### config.mk
export PLATFORM = sky130hd
export DESIGN_NAME = pc_sequencer_flat
export DESIGN_NICKNAME = d
export VERILOG_FILES = /design/src/rtl/pc_sequencer_if.sv /design/src/rtl/pc_sequencer.sv /design/src/flat_wrapper.sv
export SDC_FILE = /design/constraint.sdc
export NUM_CORES = 1
export LEC_CHECK = 0
export ABC_CLOCK_PERIOD_IN_PS = 4470
export CAP_MARGIN = 10
export CORE_MARGIN = 5
export CORE_UTILIZATION = 60
export DETAILED_ROUTE_END_ITERATION = 12
export DONT_BUFFER_PORTS = 1
export GPL_TIMING_DRIVEN = 0
export HOLD_SLACK_MARGIN = 0.06
export PLACE_DENSITY = 0.84
export REMOVE_ABC_BUFFERS = 1
export SLEW_MARGIN = 30
export SYNTH_ARGS = -nofsm -noshare
export SYNTH_HDL_FRONTEND = slang
export SYNTH_SLANG_ARGS = --single-unit
### constraint.sdc
create_clock -name clk -period 4.47 [get_ports clk]
set_input_delay 1.341 -clock clk [delete_from_list [all_inputs] [get_ports clk]]
set_output_delay 1.341 -clock clk [all_outputs]
set_load 0.01 [all_outputs]
### src/rtl/pc_sequencer_if.sv
// Instruction-fetch handshake bundle between pc_sequencer (master) and
// instruction memory (slave).
interface pc_sequencer_if #(
  parameter int unsigned WIDTH = 32
);
  logic             fetch_valid;
  logic             fetch_ready;
  logic [WIDTH-1:0] pc;
  logic [WIDTH-1:0] pc_plus1;

  modport master (
    output fetch_valid,
    output pc,
    output pc_plus1,
    input  fetch_ready
  );

  modport slave (
    input  fetch_valid,
    input  pc,
    input  pc_plus1,
    output fetch_ready
  );
endinterface

### src/rtl/pc_sequencer.sv
// Program counter owner and next-PC sequencer for the single-cycle core.
// Optional PC_SEQ_PERF_EN adds saturating retired/taken counters.
module pc_sequencer #(
  parameter int unsigned      WIDTH    = 32,
  parameter logic [WIDTH-1:0] RESET_PC = '0,
  parameter logic [WIDTH-1:0] TRAP_PC  = WIDTH'(32'h0000_0010)
) (
  input  logic             clk,
  input  logic             reset,
  pc_sequencer_if.master   fetch,
  input  logic             branch,
  input  logic             zero,
  input  logic [WIDTH-1:0] sign_imm,
  input  logic             jump,
  input  logic [WIDTH-1:0] jump_target,
  input  logic             halt,
  input  logic             trap_req,
  output logic             trap_ack,
  output logic [1:0]       state
`ifdef PC_SEQ_PERF_EN
  ,
  output logic [31:0]      retired_cnt,
  output logic [31:0]      taken_cnt
`endif
);

  typedef enum logic [1:0] {
    BOOT   = 2'b00,
    RUN    = 2'b01,
    STALL  = 2'b10,
    HALTED = 2'b11
  } state_t;

  state_t           state_q;
  logic [WIDTH-1:0] pc_q;
  logic             fetch_valid_q;
  logic             trap_pend_q;

  logic [WIDTH-1:0] pc_plus1;
  logic [WIDTH-1:0] branch_target;
  logic [WIDTH-1:0] next_pc;
  logic             handshake;
  logic             trap_take;
  logic             redirect;

  assign pc_plus1          = pc_q + WIDTH'(1);
  assign branch_target     = sign_imm + pc_plus1;
  assign fetch.pc          = pc_q;
  assign fetch.pc_plus1    = pc_plus1;
  assign fetch.fetch_valid = fetch_valid_q;
  assign state             = state_q;

  // fetch_valid_q is high only in RUN/STALL, so the handshake itself
  // excludes BOOT and HALTED.
  assign handshake = fetch_valid_q & fetch.fetch_ready;
  assign trap_take = handshake & (trap_req | trap_pend_q);
  assign redirect  = trap_take | (handshake & (jump | (branch & zero)));

  // trap_ack must land in the handshake cycle itself: the requester drops
  // trap_req on seeing it, so a registered ack would re-trigger the trap.
  assign trap_ack = trap_take;

  always_comb begin
    next_pc = pc_plus1;
    if (trap_req | trap_pend_q)
      next_pc = TRAP_PC;
    else if (halt)
      next_pc = pc_q;
    else if (jump)
      next_pc = jump_target;
    else if (branch & zero)
      next_pc = branch_target;
  end

  always_ff @(posedge clk) begin
    if (reset) begin
      pc_q          <= RESET_PC;
      state_q       <= BOOT;
      fetch_valid_q <= 1'b0;
      trap_pend_q   <= 1'b0;
    end else begin
      unique case (state_q)
        BOOT: begin
          state_q       <= RUN;
          fetch_valid_q <= 1'b1;
        end
        RUN, STALL: begin
          if (handshake) begin
            pc_q        <= next_pc;
            trap_pend_q <= 1'b0;
            if (!trap_take && halt) begin
              state_q       <= HALTED;
              fetch_valid_q <= 1'b0;
            end else begin
              state_q <= RUN;
            end
          end else begin
            state_q <= STALL;
            if (trap_req)
              trap_pend_q <= 1'b1;
          end
        end
        HALTED: begin
          state_q       <= HALTED;
          fetch_valid_q <= 1'b0;
        end
      endcase
    end
  end

`ifdef PC_SEQ_PERF_EN
  always_ff @(posedge clk) begin
    if (reset) begin
      retired_cnt <= '0;
      taken_cnt   <= '0;
    end else begin
      if (handshake && retired_cnt != '1)
        retired_cnt <= retired_cnt + 32'd1;
      if (redirect && taken_cnt != '1)
        taken_cnt <= taken_cnt + 32'd1;
    end
  end
`else
  logic unused_redirect;
  assign unused_redirect = redirect;
`endif

endmodule

### src/flat_wrapper.sv
// flat-port wrapper written by rule: the top's interface ports become plain ports
module pc_sequencer_flat 
#(
  parameter int unsigned      WIDTH    = 32,
  parameter logic [WIDTH-1:0] RESET_PC = '0,
  parameter logic [WIDTH-1:0] TRAP_PC  = WIDTH'(32'h0000_0010)
)
  (clk, reset, branch, zero, sign_imm, jump, jump_target, halt, trap_req, trap_ack, state, fetch_fetch_valid, fetch_pc, fetch_pc_plus1, fetch_fetch_ready);
  pc_sequencer_if #(.WIDTH(WIDTH)) fetch_i ();
  input  logic clk;
  input  logic reset;
  input  logic branch;
  input  logic zero;
  input  logic [WIDTH-1:0] sign_imm;
  input  logic jump;
  input  logic [WIDTH-1:0] jump_target;
  input  logic halt;
  input  logic trap_req;
  output logic trap_ack;
  output logic [1:0] state;
  output wire logic [$bits(fetch_i.fetch_valid)-1:0] fetch_fetch_valid;
  output wire logic [$bits(fetch_i.pc)-1:0] fetch_pc;
  output wire logic [$bits(fetch_i.pc_plus1)-1:0] fetch_pc_plus1;
  input wire logic [$bits(fetch_i.fetch_ready)-1:0] fetch_fetch_ready;
  assign fetch_fetch_valid = fetch_i.fetch_valid;
  assign fetch_pc = fetch_i.pc;
  assign fetch_pc_plus1 = fetch_i.pc_plus1;
  assign fetch_i.fetch_ready = fetch_fetch_ready;
  pc_sequencer #(.WIDTH(WIDTH), .RESET_PC(RESET_PC), .TRAP_PC(TRAP_PC)) u_core (.clk(clk), .reset(reset), .fetch(fetch_i), .branch(branch), .zero(zero), .sign_imm(sign_imm), .jump(jump), .jump_target(jump_target), .halt(halt), .trap_req(trap_req), .trap_ack(trap_ack), .state(state));
endmodule
## After elaboration in Yosys (flattened, before gate mapping)

Index checks and enable logic that the tools add are counted.
Widths: inputs -> output; s select.

| storage, ports and cells | value |
|---|---|
| flip-flop bits (word level) | 36 |
| output and inout port bits | 68 |

| cells by class | value |
|---|---|
| add/subtract/negate cells | 2 |
| equality and inequality tests | 6 |
| multiplexer cells | 12 |
| bitwise logic cells | 4 |
| reductions and logical operators | 8 |

Operators with widths:

| kind | number |
|---|---|
| $mux 32 | 4 |
| $add 32x1->32 const B | 1 |
| $add 32x32->32 | 1 |
| $ne 2x1->1 const B | 3 |
| $pmux 2 s3 | 1 |
| $eq 2x2->1 const B | 2 |
| $mux 1 | 4 |
| $mux 2 | 2 |
| $reduce_and 2->1 | 2 |
| $and 1x1->1 | 3 |
| $pmux 1 s3 | 1 |
| $reduce_and 3->1 | 1 |
| $eq 2x1->1 const B | 1 |
| $logic_not 2->1 | 1 |
| $reduce_bool 2->1 | 1 |
| $reduce_or 2->1 | 1 |
| $logic_and 1x1->1 | 1 |
| $logic_not 1->1 | 1 |
| $or 1x1->1 | 1 |

## Longest topological paths before layout

| depth | value |
|---|---|
| depth after elaboration | 7 |
| depth in mapped cells | 16 |
| mapped depth without buffers | 16 |

## Worst setup path after synthesis

No wires, ideal clock.

| timing | value |
|---|---|
| kind | register -> register |
| from | reg u_core.pc_q[0] (netlist: u_core.fetch.pc[0]) |
| to | reg u_core.pc_q[31] (netlist: u_core.fetch.pc[31]) |
| data arrival time | 3.768 ns |
| path slack | 0.580 ns |
| stages on the path, launching flop included | 16 |
| buffers on the path | 1 |
| clock period less this slack | 3.890 ns |
| path through | dfxtp_1 -> ha_1 -> and4_1 -> nand4_1 -> nor3_2 -> xor2_1 -> ha_1 -> clkbuf_1 -> a21o_1 -> o21ai_0 -> o31ai_1 -> a2111oi_2 -> nor3b_1 -> a311oi_2 -> xnor2_1 -> a221o_1 |

| between the ends | value |
|---|---|
| word-level cells in the longest chain between the ends | 6 |

RTL lines:

| what | RTL line | source |
|---|---|---|
| start: declaration | pc_sequencer.sv:35 | `logic [WIDTH-1:0] pc_q;` |
| start signal: assignment | pc_sequencer.sv:89 | `pc_q <= next_pc;` |
| $add 32x1->32 | pc_sequencer.sv:46 | `assign pc_plus1 = pc_q + WIDTH'(1);` |
| net fetch_pc_plus1[20] | flat_wrapper.sv:23 | `output wire logic [$bits(fetch_i.pc_plus1)-1:0] fetch_pc_plus1;` |
| $add 32x32->32 | pc_sequencer.sv:47 | `assign branch_target = sign_imm + pc_plus1;` |
| $mux 32 | pc_sequencer.sv:71 | `else if (branch & zero)` |
| $mux 32 | pc_sequencer.sv:69 | `else if (jump)` |
| $mux 32 | pc_sequencer.sv:67 | `else if (halt)` |
| $mux 32 | pc_sequencer.sv:65 | `if (trap_req \| trap_pend_q)` |

The timed path passes the listed nets, and every way through them passes these cells. The select of a mux whose other input is x is not followed.
A chain may end at the register's enable or synchronous reset.

## Worst setup path after layout

Ends and elaborated chain as after synthesis.

==> impl_metrics.json <==
{
  "fin_total_pwr_uw": 785,
  "detailed_place_hpwl_um": 9850,
  "hold-path-endpoint": "u_core.trap_pend_q",
  "critical_path_class": "reg -> reg",
  "max_cap_viol_count": 0,
  "sequential_fraction_of_the_synthesis_area": 0.175,
  "dp_worst_setup_slack_ps": -93.3,
  "final.setup.worst_slack_ps": 213,
  "syn2layout_area_growth_pct": 6.68,
  "cts.sinks": 36,
  "final_nets": 659,
  "boundaryPins": 140,
  "postRouteWirelength_um": 13100,
  "placed_cells": 615,
  "grt_remaining_overflow": 0,
  "drt_pre_antenna_iters": 6,
  "timing.critical_path.arrival_ps": 4440,
  "rsz0062_at_grt": "false",
  "multiInputGateArea_sq_um": 3400,
  "clock.fmax_ghz": 0.235,
  "floorplan.die.height_um": 92.8,
  "final-setup-viol-count": 0,
  "hold_buffer_count_at_cts": 0,
  "yosys_register_bits": 36,
  "grt_pass1_vias": 4184,
  "num_vias": 4388,
  "postRouteAntennaNets": 0,
  "post_synth_instance_area_sq_um": 4120,
  "async_flop_share": 0,
  "grt_antenna_before_repair": 0,
  "post_route_cells_drive_above_1_share": 0.0844,
  "placed_cell_area_sq_um": 4150,
  "syn_inst": 555,
  "timing.hold.worst.start": "u_core.trap_pend_q",
  "regToRegSetupSlack_ps": 210,
  "placement_rows": 30,
  "clockBufferDepth": 2,
  "dieWidth_um": 92.8,
  "cts_tree": "built",
  "clockRootBuffer": "clkbuf_8",
  "finalCritPeriodShare": 0.952,
  "max_vdd_drop_mv": 0.171,
  "period_needed_ps": 4260,
  "outcome": "complete, no violations",
  "post_layout_nonfiller_instances": 625,
  "clk_pin_slew_ps": 90,
  "track_usage": 0.292,
  "floorplan.core_area_sq_um": 6720,
  "synthFlopType": "dfxtp_1",
  "numCtsBuffers": 5,
  "floorplan.die_area_sq_um": 8620,
  "power_density_nw_per_um2": 179,
  "post-synth-top-area-cell": "dfxtp_1",
  "synth.area.top_cells": "dfxtp_1, ha_1, xnor2_1",
  "design_area_sq_um": 4390,
  "final.fill_count": 550,
  "remaining_routing_drc_violations": 0,
  "yosys_warnings": 0,
  "yosys.area.top_type_share": 0.175,
  "critical_path.reg2reg.startpoint": "u_core.fetch.pc[0]",
  "cts_htree_levels": 2,
  "worstHoldPathType": "reg -> reg",
  "power.static_leakage_uw": 0.00175,
  "worst-slew-pin-transition_ps": 943,
  "worst-r2r-cell-count": 16,
  "vias_per_inst": 7.02,
  "wl_per_cell_um": 20.9,
  "wire_length_of_the_first_global_routing_pass_um": 20500,
  "worstHoldPathCells": 2,
  "critical_path.max_fanout": 8,
  "initial_core_util": 0.613,
  "synth-edff-count": 0,
  "endpoint_type_of_the_worst_setup_path": "flip-flop",
  "synth.avg_cell_area_sq_um": 7.42,
  "portBuffers": 0,
  "clock_insertion_delay_at_the_later_pin_of_the_skew_report_ps": 290,
  "startpoint_type": "flip-flop",
  "place.gp.congestion": 0.930,
  "required_time_reported_for_the_critical_path_endpoint_ps": 4650,
  "slew_headroom": 0.371,
  "synth.distinct_cells": 60,
  "area.sequential_sq_um": 724,
  "timing.final.max_slew_violations": 0,
  "reg2reg_to": "u_core.fetch.pc[31]",
  "detail_route.iter0.violations": 295,
  "grt_start_max_net_pins": 38,
  "antenna_cells": 0,
  "final-hold-violation-count": 0,
  "fin_worst_skew_ps": 9.07
}
-- sequential cells by signal (all words and copies together) (netlist names) --
register                  count
u_core.state                  2
u_core.fetch.fetch_valid      1
u_core.trap_pend_q            1
u_core.fetch.pc              32
-- worst max-delay path by stage --
| stage | endpoint | slack, ps | from | cells past startpoint |
|---|---|---|---|---|
| after global placement | u_core.fetch.pc[23] | -520 | trap_req | 7 |
| final | u_core.fetch.pc[31] | 210 | u_core.fetch.pc[0] | 16 |
| after global routing | u_core.fetch.pc[31] | 10 | u_core.fetch.pc[0] | 16 |
| after detailed placement | u_core.fetch.pc[31] | -90 | u_core.fetch.pc[0] | 15 |
| after CTS | u_core.fetch.pc[31] | 10 | u_core.fetch.pc[5] | 15 |
| after floorplan | u_core.fetch.pc[31] | 650 | u_core.fetch.pc[0] | 16 |
-- cell families (layout without fill, tap and decap cells) --
| family | Yosys count | count (layout) | share of synthesized area |
|---|---|---|---|
| AOI/OAI and AO/OA | 184 | 184 | 0.295 |
| xor gates and xnor gates | 57 | 57 | 0.121 |
| adders and majority gates | 43 | 43 | 0.132 |
| buffers and inverters | 36 | 26 | 0.0352 |
| DFF | 36 | 36 | 0.175 |
| muxes | 5 | 5 | 0.0122 |
| and+or+nand+nor | 194 | 194 | 0.229 |
-- worst max-delay path, stage by stage (launching register included) --
cell and delay, ps:
dfxtp_2 440, ha_1 240, and4_1 280, nand4_1 130, buf_4 190, nor3_4 320
nand3_1 180, xnor2_2 320, ha_1 380, a21oi_1 240, o21ai_2 130, a211o_1 290
o21ai_0 150, nor3b_2 120, a311oi_2 320, xnor2_1 110, a221o_1 310
-- stage by stage --
| stage | TNS [ps] | hold slack (ps) | util |
|---|---|---|---|
| 6_report | 0 | 564 | 0.654 |
| 2_1_floorplan | 0 | 514 | - |
| 3_5_place_dp | -93.3 | 548 | 0.618 |
| 5_1_grt | 0 | 611 | 0.654 |
| 3_3_place_gp | -3560 | 532 | 0.614 |
| 4_1_cts | 0 | 560 | 0.636 |
-- report_power, final --
part	switching, uW	internal (uW)	total, uW
registers	18.9	330	349
clock network	139	111	249
logic	114	72.0	186
-- per-layer routing --
metal  up-vias  routed length, um  global-route usage
li1       2037                  -                   -
met1      2031               4990               0.348
met2       290               6150               0.482
met3        30               1600              0.0983
met4         0                318               0.111
met5         -                  0                   0
-- cell usage after synthesis, drive strengths merged (4+ instances only) --
| master | n |
|---|---|
| nor2 | 44 |
| o21ai | 50 |
| nand2 | 62 |
| nand2b | 12 |
| dfxtp | 36 |
| a221o | 6 |
| a211oi | 9 |
| a32oi | 4 |
| xnor2 | 37 |
| mux2i | 5 |
| nor3 | 10 |
| nor4 | 5 |
| buf | 4 |
| nor2b | 6 |
| nand3 | 18 |
| a31oi | 8 |
| clkbuf | 18 |
| ha | 42 |
| a21o | 9 |
| nand4 | 14 |
| and4 | 4 |
| xor2 | 20 |
| a21oi | 48 |
| and3 | 9 |
| and2 | 4 |
| a22oi | 5 |
| inv | 14 |
| o211ai | 11 |
-- layout by cell type, fill, tap and decap left out, types with 4 or more instances in the layout --
cell and instances:
a211oi_1 7, nand2b_1 12, a31oi_1 8, a221o_1 6
a21o_1 9, nand4_1 14, xnor2_1 29, xnor2_2 8
nor2_1 42, nor3_1 8, mux2i_1 5, nor2b_1 5
a32oi_1 4, and4_1 4, o21ai_0 46, a21oi_1 48
inv_1 14, clkbuf_8 5, xor2_2 4, nand3_1 18
dfxtp_1 33, o211ai_1 11, and3_1 8, xor2_1 16
nand2_1 61, ha_1 42, a22oi_1 5, and2_1 4
-- what timing repair did --
| item | CTS | global route |
|---|---|---|
| endpoints found under the setup margin | 1 | 7 |
| pin swaps | 0 | 5 |
| buffers inserted | 0 | 2 |
| resized for setup | 6 | 17 |
-- area by class of cell --
class,count,share of cell area
clock inverters,3,0.00541
flip-flops and latches,36,0.165
multi-input cells,483,0.774
repair buffers,4,0.00570
inverters,14,0.0120
well taps,80,0.0228
clock buffers,5,0.0157
No activity file was read; power rests on OpenSTA's default activity.
